### config.mk
export PLATFORM = sky130hd
export DESIGN_NAME = dglk_spi_slave
export DESIGN_NICKNAME = d
export VERILOG_FILES = /design/src/rtl/dglk_spi_slave_pkg.sv /design/src/rtl/dglk_spi_sync_edge.sv /design/src/rtl/dglk_spi_slave.sv
export SDC_FILE = /design/constraint.sdc
export NUM_CORES = 1
export LEC_CHECK = 0
export CORE_AREA = 4 4 129 100
export DETAILED_ROUTE_END_ITERATION = 16
export DIE_AREA = 0 0 133 104
export GPL_TIMING_DRIVEN = 0
export PLACE_DENSITY_LB_ADDON = 0.15
export RECOVER_POWER = 50
export SYNTH_ARGS = -nofsm -noshare
export SYNTH_HDL_FRONTEND = slang
export SYNTH_HIERARCHICAL = 1
export SYNTH_SLANG_ARGS = --single-unit
### constraint.sdc
create_clock -name clk -period 4.5 [get_ports clk]
set_input_delay 0.675 -clock clk [delete_from_list [all_inputs] [get_ports clk]]
set_output_delay 0.675 -clock clk [all_outputs]
set_load 0.05 [all_outputs]
### src/rtl/dglk_spi_slave_pkg.sv
// dglk_spi_slave_pkg: frame-length helper, address-field packing constants and FSM states.
package dglk_spi_slave_pkg;
  typedef enum logic [1:0] {ST_IDLE, ST_SHIFT, ST_DONE} state_t;
  localparam int ADR_W = 12;
  localparam int FLD8_W = 8;
  localparam int FLD16_MSB = 15;
  localparam int FLD16_LO_W = 11;
  function automatic int frame_len(input int adr_len, input int w_spi);
    return 8 + 8*adr_len + w_spi;
  endfunction
endpackage

### src/rtl/dglk_spi_sync_edge.sv
// dglk_spi_sync_edge: N_SYNC-stage synchroniser with registered-history rise/fall detect.
module dglk_spi_sync_edge #(
  parameter int N_SYNC = 2,
  parameter bit RST_VAL = 1'b0
) (
  input  logic clk,
  input  logic rst_n,
  input  logic d,
  output logic rise,
  output logic fall
);
  logic [N_SYNC-1:0] sr;
  logic prev;
  always_ff @(posedge clk or negedge rst_n)
    if (!rst_n) begin
      sr <= {N_SYNC{RST_VAL}};
      prev <= RST_VAL;
    end else begin
      sr <= {sr[N_SYNC-2:0], d};
      prev <= sr[N_SYNC-1];
    end
  assign rise = sr[N_SYNC-1] & ~prev;
  assign fall = ~sr[N_SYNC-1] & prev;
endmodule

### src/rtl/dglk_spi_slave.sv
// dglk_spi_slave: oversampled SPI responder; receives address+data frame, returns tx buffer on miso.
// Optional DGLK_SPIS_ECHO_EN: each accepted frame's data is copied into the tx buffer.
module dglk_spi_slave
  import dglk_spi_slave_pkg::*;
#(
  parameter int W_REG = 32,
  parameter int N_SDAT = 1,
  parameter int ADR_LEN = 0,
  parameter bit SPI_CPOL = 1'b0,
  parameter bit SPI_CPHA = 1'b0,
  parameter int N_SYNC = 2
) (
  input  logic clk,
  input  logic rst_n,
  input  logic csb,
  input  logic sclk,
  input  logic mosi,
  output logic miso,
  input  logic [W_REG*N_SDAT-1:0] tx_dat,
  input  logic tx_ld,
  output logic [ADR_W-1:0] rx_adr,
  output logic [W_REG*N_SDAT-1:0] rx_dat,
  output logic rx_vld,
  output logic frm_err,
  output logic busy
);
  localparam int W_SPI = W_REG*N_SDAT;
  localparam int F = frame_len(ADR_LEN, W_SPI);
  localparam int W_CNT = $clog2(F+2);
  localparam logic [W_CNT-1:0] CNT_F = W_CNT'(F);
  localparam logic [W_CNT-1:0] CNT_MAX = W_CNT'(F+1);
  logic csb_rise, csb_fall, sclk_rise, sclk_fall, lead, trail;
  logic smp, shf, start, ld_ok;
  logic [N_SYNC-1:0] mosi_sr;
  logic [W_CNT-1:0] cnt;
  logic [F-1:0] tx_sr, rx_sr;
  logic [W_SPI-1:0] tx_buf;
  logic [ADR_W-1:0] adr_nx;
  state_t state, state_nx;
  // csb history resets low so a frame cut by reset needs a fresh high-then-low
  dglk_spi_sync_edge #(.N_SYNC(N_SYNC), .RST_VAL(1'b0)) u_csb (
    .clk(clk), .rst_n(rst_n), .d(csb), .rise(csb_rise), .fall(csb_fall)
  );
  dglk_spi_sync_edge #(.N_SYNC(N_SYNC), .RST_VAL(SPI_CPOL)) u_sclk (
    .clk(clk), .rst_n(rst_n), .d(sclk), .rise(sclk_rise), .fall(sclk_fall)
  );
  assign lead = SPI_CPOL ? sclk_fall : sclk_rise;
  assign trail = SPI_CPOL ? sclk_rise : sclk_fall;
  always_ff @(posedge clk or negedge rst_n)
    if (!rst_n) state <= ST_IDLE;
    else state <= state_nx;
  always_comb
    state_nx = (state == ST_IDLE && csb_fall) ? ST_SHIFT :
               (state == ST_SHIFT && csb_rise) ? ST_DONE :
               (state == ST_DONE) ? ST_IDLE : state;
  // shift edges before the first sample are skipped so the preloaded MSB survives in CPHA=1
  always_comb begin
    busy = state != ST_IDLE;
    start = state == ST_IDLE && csb_fall;
    ld_ok = state == ST_IDLE && tx_ld && !csb_fall;
    smp = state == ST_SHIFT && (SPI_CPHA ? trail : lead);
    shf = state == ST_SHIFT && (SPI_CPHA ? lead : trail) && cnt != '0;
    miso = (state == ST_SHIFT && cnt <= CNT_F) ? tx_sr[F-1] : 1'b0;
  end
  if (ADR_LEN != 0) begin : g_adr16
    assign adr_nx = {rx_sr[W_SPI+FLD16_MSB], rx_sr[W_SPI +: FLD16_LO_W]};
  end else begin : g_adr8
    assign adr_nx = {{(ADR_W-FLD8_W){1'b0}}, rx_sr[W_SPI +: FLD8_W]};
  end
  always_ff @(posedge clk or negedge rst_n)
    if (!rst_n) begin
      mosi_sr <= '0;
      cnt <= '0;
      tx_sr <= '0;
      rx_sr <= '0;
      tx_buf <= '0;
      rx_adr <= '0;
      rx_dat <= '0;
      rx_vld <= 1'b0;
      frm_err <= 1'b0;
    end else begin
      mosi_sr <= {mosi_sr[N_SYNC-2:0], mosi};
      rx_vld <= state == ST_DONE && cnt == CNT_F;
      frm_err <= state == ST_DONE && cnt != CNT_F;
      if (start) begin
        cnt <= '0;
        tx_sr <= {{(F-W_SPI){1'b0}}, tx_buf};
      end else if (shf) tx_sr <= {tx_sr[F-2:0], 1'b0};
      if (smp) begin
        rx_sr <= {rx_sr[F-2:0], mosi_sr[N_SYNC-1]};
        if (cnt != CNT_MAX) cnt <= cnt + 1'b1;
      end
      if (state == ST_DONE && cnt == CNT_F) begin
        rx_adr <= adr_nx;
        rx_dat <= rx_sr[W_SPI-1:0];
      end
      if (ld_ok) tx_buf <= tx_dat;
`ifdef DGLK_SPIS_ECHO_EN
      else if (rx_vld) tx_buf <= rx_dat;
`endif
    end
endmodule
# Yosys cells after proc, flatten, opt, wreduce, memory -nomap -nowiden
# Index checks and enable logic that the tools add are counted.
# word_totals
ff_bits,170
in_bits,38
wordCells,54
out_inout_bits,48
# classes
n_bitwise,8
n_mux,9
add_sub_neg,1
order_cmp,1
n_reduce_logical,16
n_eq_ne,5
# ops
operator,count
$mux 40,2
$mux 6,3
$ne 6x6->1 const B,2
$logic_and 1x1->1,10
$add 6x1->6 const B,1
$eq 6x6->1 const B,1
$le 6x6->1 const B,1
$mux 2,3
$reduce_bool 6->1,1
$and 1x1->1,4
$not 1->1,4
$reduce_bool 2->1,2
$reduce_bool 3->1,1
$eq 2x1->1 const B,1
$eq 2x2->1 const B,1
$logic_not 2->1,1
$logic_not 1->1,1
$mux 1,1

# Logic depth before layout (Yosys ltp)
# depth
word_depth,6
depth_mapped,8
mapped_depth_nobuf,6

# Hierarchy
# Netlist, hierarchy kept.
# by_module_without_submodules
module,area_per_inst_um2,instances,cells_each,seq_area_each_um2
dglk_spi_slave,6546.3,1,511,4103.9
dglk_spi_sync_edge,90.1,2,5,75.1

# Least setup slack after synthesis
# OpenSTA, ideal clock, no wires.
# synth_path
path_type,reg2out
startpoint,reg cnt[0]
endpoint,out miso
path_buffers,0
stages_incl_launch_ff,6
path_slack_ps,2505
required_time_ps,3825
arrival_ps,1320
path_cell_list,dfrtp_1 > inv_1 > ha_1 > nand4_1 > o211ai_1 > and3_1
# synth_between
elab_chain_cells,3
# synth_lines
element,line,text
"start, declared",dglk_spi_slave.sv:35,logic [W_CNT-1:0] cnt;
"start signal, assigned",dglk_spi_slave.sv:91,if (cnt != CNT_MAX) cnt <= cnt + 1'b1;
$le 6x6->1,dglk_spi_slave.sv:63,miso = (state == ST_SHIFT && cnt <= CNT_F) ? tx_sr[F-1] : 1'b0;
$logic_and 1x1->1,dglk_spi_slave.sv:63,
$mux 1,dglk_spi_slave.sv:63,
"end, declared",dglk_spi_slave.sv:18,"output logic miso,"
# No other way between the ends.

# Final worst setup path
# Ends and elaborated chain as after synthesis.

==> flow_summary.json <==
{
  "status": "complete, but fails checks",
  "violations": "max-capacitance violations, max-slew violations",
  "htree_num_levels": 4,
  "fmax_mhz": 328,
  "tightest_slew_ns": 2.48,
  "clock_skew_ns": 0.0108,
  "drive_gt1_share_pct": 26.5,
  "period_minus_slack_ns": 3.05,
  "cts-root-buf": "clkbuf_16",
  "worstSetupStartpointType": "register",
  "r2r_slack_ns": 2.14,
  "antenna_found_initial": 1,
  "path_class": "reg2out",
  "overflow": 0,
  "fp.dieW_microns": 133,
  "die_h_microns": 104,
  "die-area_sq_um": 13800,
  "rsz0062_at_grt": "no",
  "critical-path-max-stage-delay_ns": 0.81,
  "yosys-top-cells-area": "dfrtp_1, mux2_2, a21oi_1",
  "ys_warn_count": 6,
  "io_buffer_count": 81,
  "first_pass_iters": 4,
  "ant_nets": 0,
  "grt_pass1_vias": 4504,
  "r2r-start": "state[0]",
  "path_clk_slew_ns": 0.06,
  "numCtsBuffers": 17,
  "drt-initial-drc-count": 255,
  "grt_max_degree": 105,
  "synthFlopType": "dfrtp_1",
  "worst_r2r_endpoint": "tx_buf[6]",
  "antenna-diode-count": 0,
  "whs_ns": 0.175,
  "nFillCells": 750,
  "post-route-drc-count": 0,
  "synth_edf_count": 0,
  "final_nets": 666,
  "synth.avg_cell_area_sq_um": 12.9,
  "grt_pass1_wl_microns": 22300,
  "netlist_area_sq_um": 6730,
  "arrival_ns": 2.38,
  "cpMaxStageDelayCell": "clkdlybuf4s50_1",
  "routed_via_density": 5.30,
  "placed_cell_area_sq_um": 7780,
  "routed_wl_microns": 12700,
  "place_ws_ns": 1.86,
  "hold_viol": 0,
  "cts_setup_buffers": 0,
  "yosysMostFrequentCell": "dfrtp_1",
  "numClockSinks": 170,
  "setup_slack_ns": 1.45,
  "fin_setup_tns_ns": 0,
  "cts.hold.buffers_added": 0,
  "clk_path_buf_depth": 2,
  "crit_path_max_fanout": 6,
  "synth_seq_cells": 170,
  "io_pins": 86,
  "p_leak_nw": 3.93,
  "synthCells": 521,
  "vdd_drop_max_mv": 0.354,
  "netlist.area_leader.share_pct": 63.2,
  "async_flop_share_pct": 100,
  "num_rows": 34,
  "hold_path_class": "in2async",
  "clk-insertion-delay-late_ns": 0.42,
  "coreArea_sq_um": 11500,
  "period_share_pct": 67.8,
  "synth_top_area_cell": "dfrtp_1",
  "grt_usage_pct": 19.7,
  "max_slew_margin_pct": -65.1,
  "gp_congestion": 0.794,
  "cts_resized": 0,
  "routedWlPerCell_microns": 15.8,
  "end_kind": "output port",
  "p_per_area_nw_per_um2": 529,
  "ys_seq_area_share_pct": 63.2,
  "area_growth_pct": 24.8,
  "fin_area_sq_um": 8390,
  "reg2reg_depth": 6,
  "path_cells": "inv_1 > ha_1 > nand4_1 > o211ai_1 > and3_1 > clkdlybuf4s50_1",
  "required_ns": 3.83,
  "initial_core_util_pct": 58.3,
  "ys_top_cells_by_count": "dfrtp_1, mux2_2, a21oi_1",
  "final-max-slew-violation-count": 105,
  "cts_tree": "yes",
  "maxCapViolCount": 1,
  "routed-via-count": 4239,
  "dp_hpwl_microns": 8530,
  "setup_viol": 0,
  "yosysUniqueCellTypes": 34
}
-- cells by family after synthesis --
logic type                 after synthesis  share of synthesized area (%)
DFF                                    170                           63.2
muxes                                  112                           18.8
and+or+nand+nor                        110                           7.22
AOI/OAI and AO/OA                       86                           6.98
buffers and inverters                   38                           3.07
adders and majority gates                3                          0.558
other                                    1                         0.0558
xor gates and xnor gates                 1                          0.130
-- worst max-delay path: cells and delay by family, from the launching register on --
| kind | cells | cell delay [ns] |
|---|---|---|
| and+or+nand+nor | 2 | 0.34 |
| AOI/OAI and AO/OA | 1 | 0.12 |
| adders and majority gates | 1 | 0.16 |
| buffers and inverters | 2 | 0.90 |
| DFF | 1 | 0.44 |
-- flip-flops by register name, summed over array words and instances, names as in the netlist --
register and count:
rx_vld 1, u_csb/sr 2, u_csb/prev 1, cnt 6, frm_err 1, rx_adr 8, rx_sr 40, tx_sr 40
mosi_sr 2, state 2, u_sclk/prev 1, rx_dat 32, u_sclk/sr 2, tx_buf 32
-- cell usage in the layout, fill, tap and decap left out, drive strengths merged --
| cell | synthesis | layout |
|---|---|---|
| or3b | 1 | 1 |
| nor2 | 34 | 34 |
| clkbuf | 9 | 32 |
| bufinv | 0 | 5 |
| nor3b | 3 | 3 |
| o21ai | 6 | 6 |
| o21a | 1 | 1 |
| clkdlybuf4s50 | 0 | 77 |
| conb | 1 | 4 |
| nand3b | 1 | 1 |
| and3 | 1 | 1 |
| nand3 | 7 | 7 |
| nand2 | 54 | 54 |
| clkinvlp | 0 | 1 |
| and2b | 3 | 3 |
| o311a | 1 | 1 |
| inv | 4 | 7 |
| dfrtp | 170 | 170 |
| nand4 | 1 | 1 |
| o211ai | 1 | 1 |
| a41oi | 1 | 1 |
| or2 | 1 | 1 |
| and3b | 1 | 1 |
| o31ai | 2 | 2 |
| buf | 25 | 23 |
| dlygate4sd3 | 0 | 3 |
| clkinv | 0 | 4 |
| nor2b | 3 | 3 |
| o311ai | 2 | 2 |
| xor2 | 1 | 1 |
| a21oi | 71 | 71 |
| ha | 3 | 3 |
| a41o | 1 | 1 |
| mux2 | 112 | 112 |
-- per-layer routing --
layer / global-route usage (%) / share of wire, % / vias up
met5: 0 / 0.10 / -
met4: 4.82 / 0.81 / 2
met1: 27.4 / 46 / 2144
li1: - / - / 1998
met2: 30.8 / 49 / 82
met3: 5.66 / 4.2 / 13
-- worst max path at each step --
stage | from | end | cells after the start
after global routing | rst_n | rx_sr[19] | 2
final | cnt[0] | miso | 6
after CTS | cnt[0] | miso | 6
after detailed placement | cnt[0] | miso | 6
after floorplan | cnt[0] | miso | 5
after global placement | rst_n | rx_dat[16] | 1
-- report_power, final --
group | internal, mW | switching [mW] | leakage [nW]
logic | 0.376 | 0.399 | 1.43
clock network | 0.993 | 0.591 | 0.313
registers | 1.88 | 0.206 | 2.18
total | 3.25 | 1.20 | 3.93
-- final cells by class --
cell class | instances | area (sq um) | share of cell area, %
Sequential cell | 170 | 4250 | 50.7
Multi-Input combinational cell | 316 | 2270 | 27.0
Timing Repair Buffer | 82 | 821 | 9.78
Clock buffer | 19 | 433 | 5.16
Clock inverter | 13 | 215 | 2.56
Tap cell | 162 | 203 | 2.41
Buffer | 34 | 188 | 2.24
Inverter | 4 | 15.0 | 0.179
-- stage by stage --
step                std cells  total power [mW]  util (%)
global placement          767              2.82      67.2
floorplan                 524              2.63         -
finish                    800              4.44      72.8
CTS                       800              4.49      73.1
detailed placement        768              2.89      67.5
global route              800              4.70      72.8
Note: power is estimated with default switching activity, not from simulation.
